$ cat src/rtl/ov7670_pattern_gen.sv
// ov7670_pattern_gen: synthetic OV7670 VGA YUV422 source (vsync/href/byte stream) with test patterns
module ov7670_pattern_gen #(
  parameter int ACTIVE_PIX   = 640,
  parameter int BLANK_BYTES  = 288,
  parameter int VSYNC_LINES  = 3,
  parameter int VBP_LINES    = 17,
  parameter int ACTIVE_LINES = 480,
  parameter int VFP_LINES    = 10
) (
  input  logic       clk25,
  input  logic       reset_n,
  input  logic       enable,
  input  logic [1:0] pattern_sel,
  output logic       vsync,
  output logic       href,
  output logic [7:0] cam_data,
  output logic       frame_done,
  output logic [7:0] frame_cnt
);
  localparam int LINE_TOTAL  = 2 * ACTIVE_PIX + BLANK_BYTES;
  localparam int FRAME_LINES = VSYNC_LINES + VBP_LINES + ACTIVE_LINES + VFP_LINES;
  localparam int ACT_START   = VSYNC_LINES + VBP_LINES;
  localparam int BW          = $clog2(LINE_TOTAL);
  localparam int LW          = $clog2(FRAME_LINES);

  typedef enum logic [2:0] {IDLE, VSYNC, VBP, ACTIVE, VFP} state_t;

  state_t          state, nxt_state;
  logic [BW-1:0]   byte_cnt, nxt_byte;
  logic [LW-1:0]   line_cnt, nxt_line;
  logic [1:0]      sel, nxt_sel;
  logic            last_byte, eof, restart, n_href;
  logic [7:0]      x, y, luma;

  // Outputs are computed from the next position so the registered strobes line up with the counters.
  always_comb begin
    last_byte = byte_cnt == BW'(LINE_TOTAL - 1);
    eof       = state == VFP && last_byte && line_cnt == LW'(FRAME_LINES - 1);
    restart   = state == IDLE || eof;
    nxt_byte  = (restart || last_byte) ? '0 : byte_cnt + BW'(1);
    nxt_line  = restart ? '0 : line_cnt + LW'(last_byte);
    nxt_sel   = (restart && enable) ? pattern_sel : sel;
    nxt_state = state;
    case (state)
      IDLE:    nxt_state = enable ? VSYNC : IDLE;
      VSYNC:   if (last_byte && line_cnt == LW'(VSYNC_LINES - 1)) nxt_state = VBP;
      VBP:     if (last_byte && line_cnt == LW'(ACT_START - 1)) nxt_state = ACTIVE;
      ACTIVE:  if (last_byte && line_cnt == LW'(ACT_START + ACTIVE_LINES - 1)) nxt_state = VFP;
      VFP:     if (eof) nxt_state = enable ? VSYNC : IDLE;
      default: nxt_state = IDLE;
    endcase
    x      = 8'(nxt_byte >> 1);
    y      = 8'(nxt_line - LW'(ACT_START));
    luma   = nxt_sel == 2'd0 ? x :
             nxt_sel == 2'd1 ? y :
             nxt_sel == 2'd2 ? {8{x[3] ^ y[3]}} : frame_cnt;
    n_href = nxt_state == ACTIVE && nxt_byte < BW'(2 * ACTIVE_PIX);
  end

  always_ff @(posedge clk25 or negedge reset_n) begin
    if (!reset_n) begin
      state      <= IDLE;
      byte_cnt   <= '0;
      line_cnt   <= '0;
      sel        <= '0;
      vsync      <= 1'b0;
      href       <= 1'b0;
      cam_data   <= '0;
      frame_done <= 1'b0;
      frame_cnt  <= '0;
    end else begin
      state      <= nxt_state;
      byte_cnt   <= nxt_byte;
      line_cnt   <= nxt_line;
      sel        <= nxt_sel;
      vsync      <= nxt_state == VSYNC;
      href       <= n_href;
      cam_data   <= n_href ? (nxt_byte[0] ? 8'h80 : luma) : 8'h00;
      frame_done <= nxt_state == VFP && nxt_byte == BW'(LINE_TOTAL - 1) &&
                    nxt_line == LW'(FRAME_LINES - 1);
      frame_cnt  <= frame_cnt + 8'(eof);
    end
  end
endmodule

$ cat config.mk
export PLATFORM = sky130hd
export DESIGN_NAME = ov7670_pattern_gen
export DESIGN_NICKNAME = d
export VERILOG_FILES = /design/src/rtl/ov7670_pattern_gen.sv
export SDC_FILE = /design/constraint.sdc
export NUM_CORES = 1
export LEC_CHECK = 0
export ABC_AREA = 1
export BUFFER_PORTS_ARGS = -buffer_cell sky130_fd_sc_hd__buf_2
export CELL_PAD_IN_SITES_DETAIL_PLACEMENT = 1
export CELL_PAD_IN_SITES_GLOBAL_PLACEMENT = 1
export CORE_ASPECT_RATIO = 1.4
export CORE_MARGIN = 10
export CORE_UTILIZATION = 42
export CTS_BUF_LIST = sky130_fd_sc_hd__clkbuf_4
export DETAILED_ROUTE_END_ITERATION = 10
export HOLD_SLACK_MARGIN = 0.06
export PLACE_DENSITY = 0.88
export SKIP_LAST_GASP = 1
export SLEW_MARGIN = 20
export SYNTH_ARGS = -nofsm -noshare
export SYNTH_HDL_FRONTEND = slang
export SYNTH_SLANG_ARGS = --single-unit
$ cat constraint.sdc
create_clock -name clk25 -period 2.8 [get_ports clk25]
set_input_delay 0.14 -clock clk25 [delete_from_list [all_inputs] [get_ports clk25]]
set_output_delay 0.14 -clock clk25 [all_outputs]
set_load 0.02 [all_outputs]
# Word-level counts from Yosys, hierarchy flattened
# Cells that the tools add are included.
# word_totals
output_inout_bits	19
reg_bits	44
# op_classes
n_bitwise	1
reduce_logical	13
n_lt_le_gt_ge	1
mux	14
addsub	4
n_eq_ne	16
# ops
op	n
8-bit two-way mux	5
9-bit == test (second input constant)	3
11-bit == test (second input constant)	2
3-bit case mux with 5 select lines	1
3-bit two-way mux	4
11-bit by 1-bit adder with 11-bit output (second input constant)	1
11-bit less-than comparator (second input constant)	1
11-bit two-way mux	1
9-bit by 1-bit adder with 9-bit output	1
3-bit by 2-bit == test with 1-bit output (second input constant)	3
9-bit by 2-bit == test with 1-bit output (second input constant)	1
9-bit by 5-bit == test with 1-bit output (second input constant)	1
1-bit logical AND	9
9-bit two-way mux	1
8-bit by 1-bit adder with 8-bit output	1
8-bit by 5-bit subtractor with 8-bit output (second input constant)	1
3-bit by 1-bit == test with 1-bit output (second input constant)	2
3-bit == test (second input constant)	2
3-bit logical NOT	1
2-bit by 1-bit == test with 1-bit output (second input constant)	1
2-bit == test (second input constant)	1
2-bit logical NOT	1
1-bit logical OR	2
2-bit two-way mux	1
2 further kinds	2

# Logic depth before layout (Yosys ltp)
# logic_depth
ltp_word	12
depth_mapped	21
mapped_depth_nobuf	21

# Worst setup path after synthesis
# Ideal clock, no wire load.
# synth_path
path_type	flip-flop to flip-flop
startpoint	reg byte_cnt[0]
endpoint	reg cam_data[6]
setup_slack_ns	0.027
t_required_ns	2.681
stages_incl_launch_ff	20
setup_time_ns	0.119
arrival_ns	2.654
path_cell_list	dfrtp_1 -> ha_1 -> nand2_2 -> nor2_4 -> nand3_4 -> inv_1 -> ha_1 -> ha_1 -> xor2_1 -> inv_1 -> nor2_1 -> inv_1 -> ha_1 -> inv_1 -> nand4_1 -> nand2_1 -> nand3_2 -> nand2_2 -> nor2_1 -> o21a_1
# synth_via
elab_chain_len	12
word_cells_on_any_way	32
# synth_rtl
item	line	source
start, declared	29	logic [BW-1:0] byte_cnt, nxt_byte;
start signal, assigned	73	byte_cnt <= nxt_byte;
11-bit == test *	37	last_byte = byte_cnt == BW'(LINE_TOTAL - 1);
branches (longest 3 deep; another with 9-bit by 1-bit adder with 9-bit output)	n/a	
9-bit two-way mux *	41	nxt_line = restart ? '0 : line_cnt + LW'(last_byte);
net nxt_line[2]	30	logic [LW-1:0] line_cnt, nxt_line;
8-bit by 5-bit subtractor with 8-bit output *	53	y = 8'(nxt_line - LW'(ACT_START));
1-bit bitwise XOR	56	nxt_sel == 2'd2 ? {8{x[3] ^ y[3]}} : frame_cnt;
8-bit two-way mux	56	
8-bit two-way mux *	55	nxt_sel == 2'd1 ? y :
8-bit two-way mux *	54	luma = nxt_sel == 2'd0 ? x :
8-bit two-way mux * (2 in series)	78	cam_data <= n_href ? (nxt_byte[0] ? 8'h80 : luma) : 8'h00;
end signal, assigned	78	
end, declared	16	output logic [7:0] cam_data,
# Mark *: on every way through the listed nets, which the timed path passes.

# Worst setup path in the final report
# layout_path
startpoint	reg byte_cnt[5]
endpoint	reg cam_data[0]
# layout_via
elab_chain_len	12
word_cells_on_any_way	32
# layout_rtl
item	line
11-bit == test *	37
branches (longest 3 deep; another with 9-bit by 1-bit adder with 9-bit output)	n/a
9-bit two-way mux *	41
net nxt_line[2]	30
8-bit by 5-bit subtractor with 8-bit output *	53
1-bit bitwise XOR *	56
8-bit two-way mux *	56
8-bit two-way mux *	55
8-bit two-way mux *	54
8-bit two-way mux * (2 in series)	78
# Marked as above.

==> flow_summary.yaml <==
detailed_routing:
  routed_wl_um: 8620
  drt_iter0_markers: 150
  wl_per_cell_um: 18.7
  first_pass_iters: 4
  drtAntennaViolNets: 0
  viasPerCell: 5.40
  route.detailed.drc: 0
  vias: 2488
hold_path:
  hold_path.class: "input pin to flop"
  hold_depth: 3
sta:
  finalWorstPathRequiredPeriod_ns: 2.82
  relSlewSlack_pct: 68.6
  min_period_over_period_pct: 101
  finalSetupViolations: 3
  max_freq_ghz: 0.355
  fin_worst_skew_ns: 0.0143
  fin_hold_ws_ns: 0.105
  worst_slew_pin_slew_ns: 0.467
  tns_ns: -0.0354
  finalMaxSlewViolations: 0
  rsz0062_at_grt: "yes"
  finalHoldViolCount: 0
  setup_ws_ns: -0.0186
outcome:
  status: "complete, but fails checks"
  failed_checks: "setup timing"
power_and_ir_drop:
  power_switching_uw: 228
  ir_drop_mv: 0.262
  leakagePower_uw: 0.00166
  p_comb_share_pct: 2.3
  swShare_pct: 23.1
  p_per_area_mw_per_mm2: 302
  power.share.clock_pct: 33.3
  pwr-share-seq_pct: 64.5
  p_int_uw: 757
critical_path:
  critPathMaxStageDelay_ns: 0.42
  endpoint_kind: "flop"
  critical_path_required_ns: 3.11
  crit_start: "byte_cnt[5]"
  rr_worst_depth: 20
  worstPathMaxFanout: 6
  worstSetupPathType: "flop to flop"
  cp_slowest_cell: "dfrtp_1"
  crit_path_cell_trace: "inv_2, nand2_2, nor3_4, nand3_4, inv_4, ha_4, ha_4, xor2_1, inv_1, nor2_2, inv_2, ha_4, inv_2, nand4_1, nand2_1, nand3_2, nand2_4, o21ai_1, nand3_1, inv_1"
  cp-endpoint: "cam_data[0]"
  rr_endpoint: "cam_data[0]"
  cp-start-kind: "flop"
  r2r_setup_slack_ns: -0.02
  r2r_start: "byte_cnt[5]"
  crit_arrival_ns: 3.13
logic_synthesis:
  synthArstFlopShare_pct: 100
  synth_edf_count: 0
  synth_ff_type: "dfrtp_1"
  synth.distinct_cells: 34
  ys_top_cells_by_area: "dfrtp_1 40%, inv_1 6.7%, nand2_1 6.2%"
  synth_area_mm2: 0.00273
  yosys_warnings: 0
  synth_nets: 347
  synth_common_cells: "49 x inv_1, 45 x nand2_1, 44 x dfrtp_1"
  yosysSeqAreaShare_pct: 40.4
  synth.most_common_cell: "inv_1"
  synth_top_area_share_pct: 40.4
  synth-seq-cells: 44
  synth_cells: 335
  syn_avg_cell_area_um2: 8.14
  yosysTopAreaCell: "dfrtp_1"
grt:
  grt_max_degree: 45
  grt_pass1_vias: 2723
  grt_overflow: 0
  grt_pass1_wl_um: 13000
  antenna_found_initial: 0
  grt_usage_pct: 16.1
cts:
  cts_made_buffers: 5
  clk_path_buf_depth: 2
  cts.sinks: 44
  cts_root_buf: "clkbuf_4"
  path_clk_slew_ns: 0.14
  cts_tree: "yes"
  htree_levels: 2
  clk_latency_ns: 0.37
job:
  timing.max_cap.violations: 0
cells_and_area:
  final_layout_size_suffix_gt1_share_pct: 31.1
  diodes: 0
  nets: 400
  fillers: 773
  syn2layout_area_growth_pct: 19.8
place:
  routabilityCongestion: 0.916
  dp_hpwl_um: 5960
  port_buffers: 23
floorplan:
  pin_count: 24
  die_w_um: 88.1
  die_y_um: 115
  start_util_pct: 43.6
  num_rows: 34
  fp.dieArea_mm2: 0.0102
  core-area_mm2: 0.00625
## stage by stage
step                      utilization [%]  setup WS, ns  cells  instance area, um2  power [uW]
after floorplan                         -        0.0268    335                2730         648
after global placement               48.1        0.0189    441                3010         665
after detailed placement             48.1        -0.147    441                3010         666
after CTS                            50.1        0.0272    453                3130         984
after global routing                 52.3        -0.132    461                3270        1020
final                                52.3       -0.0186    461                3270         986
## cells in the final DEF (no fill, tap or decap), types with 2 or more instances in the layout
master / Yosys / routed
a21oi_1: 5 / 5
buf_2: 1 / 23
buf_4: 0 / 23
clkbuf_4: 0 / 7
dfrtp_1: 44 / 44
ha_1: 7 / 3
ha_4: 0 / 4
inv_1: 49 / 46
inv_2: 6 / 8
inv_4: 2 / 3
nand2_1: 45 / 45
nand2_2: 14 / 12
nand2_4: 4 / 6
nand2_8: 2 / 2
nand3_1: 31 / 31
nand3_2: 3 / 3
nand3_4: 4 / 4
nand4_1: 7 / 7
nor2_1: 43 / 36
nor2_2: 3 / 9
nor2_4: 6 / 7
nor3_1: 12 / 11
nor3_2: 1 / 2
o21a_1: 2 / 2
o21ai_0: 11 / 10
o21ai_1: 10 / 8
o21ai_2: 1 / 4
or2_0: 2 / 2
xnor2_1: 3 / 3
xor2_1: 10 / 10
## worst min-delay path by stage
stage                   endpoint      startpoint  slack (ns)
floorplan            byte_cnt[0]         reset_n       -0.16
global placement    frame_cnt[0]         reset_n        0.35
detailed placement  frame_cnt[2]         reset_n        0.36
CTS                       sel[1]  pattern_sel[1]        0.11
global route              sel[1]  pattern_sel[1]        0.11
finish                    sel[1]  pattern_sel[1]        0.10
## final cells by class
| type | count | area, um2 | area share [%] |
|---|---|---|---|
| Clock buffer | 7 | 52.6 | 1.61 |
| Clock inverter | 1 | 3.75 | 0.115 |
| Inverter | 57 | 221 | 6.78 |
| Multi-Input combinational cell | 232 | 1480 | 45.3 |
| Sequential cell | 44 | 1100 | 33.7 |
| Tap cell | 72 | 90.1 | 2.76 |
| Timing Repair Buffer | 48 | 318 | 9.72 |
## power groups by stage
stage | Combinational, uW | Sequential [uW] | Clock, uW
3_3_place_gp | 17.9 | 647 | 0
4_1_cts | 19.7 | 635 | 329
2_1_floorplan | 0.703 | 648 | 0
3_5_place_dp | 18.5 | 647 | 0
5_1_grt | 25.1 | 636 | 360
6_report | 22.3 | 635 | 328
## flip-flops by register name, indices dropped and copies added (netlist names)
| signal | flops |
|---|---|
| state | 3 |
| line_cnt | 9 |
| sel | 2 |
| cam_data | 8 |
| frame_cnt | 8 |
| frame_done | 1 |
| vsync | 1 |
| href | 1 |
| byte_cnt | 11 |
## cell families after synthesis
| family | Yosys count | share of synthesized area [%] |
|---|---|---|
| AO/OA/AOI/OAI | 31 | 6.19 |
| buffers and inverters | 59 | 8.94 |
| AND/OR/NAND/NOR | 181 | 37.1 |
| XOR/XNOR | 13 | 4.17 |
| adder cells (fa/ha/maj) | 7 | 3.21 |
| flip-flops | 44 | 40.4 |
## routing by layer
| metal | up-vias | GRT usage, % | part of all wire [%] | wire (um) |
|---|---|---|---|---|
| li1 | 1173 | - | - | - |
| met1 | 1245 | 15.8 | 38 | 3250 |
| met2 | 46 | 30.9 | 56 | 4800 |
| met3 | 24 | 3.04 | 2.9 | 247 |
| met4 | 0 | 7.56 | 3.7 | 320 |
| met5 | - | 0 | 0 | 0 |
## critical path, delay by kind of cell, from the launching register on
family | cells | cell delay [ns]
AND/OR/NAND/NOR | 9 | 1.01
adder cells (fa/ha/maj) | 3 | 0.58
flip-flops | 1 | 0.42
buffers and inverters | 6 | 0.42
XOR/XNOR | 1 | 0.16
AO/OA/AOI/OAI | 1 | 0.16
## what timing repair did
item,in CTS,in global routing
setup endpoints to repair,8,9
pin swaps,4,9
hold endpoints to repair,44,0
resized for setup,8,18
hold buffers,1,0
buffers inserted,3,7
Power figures use the tool's default switching activity.
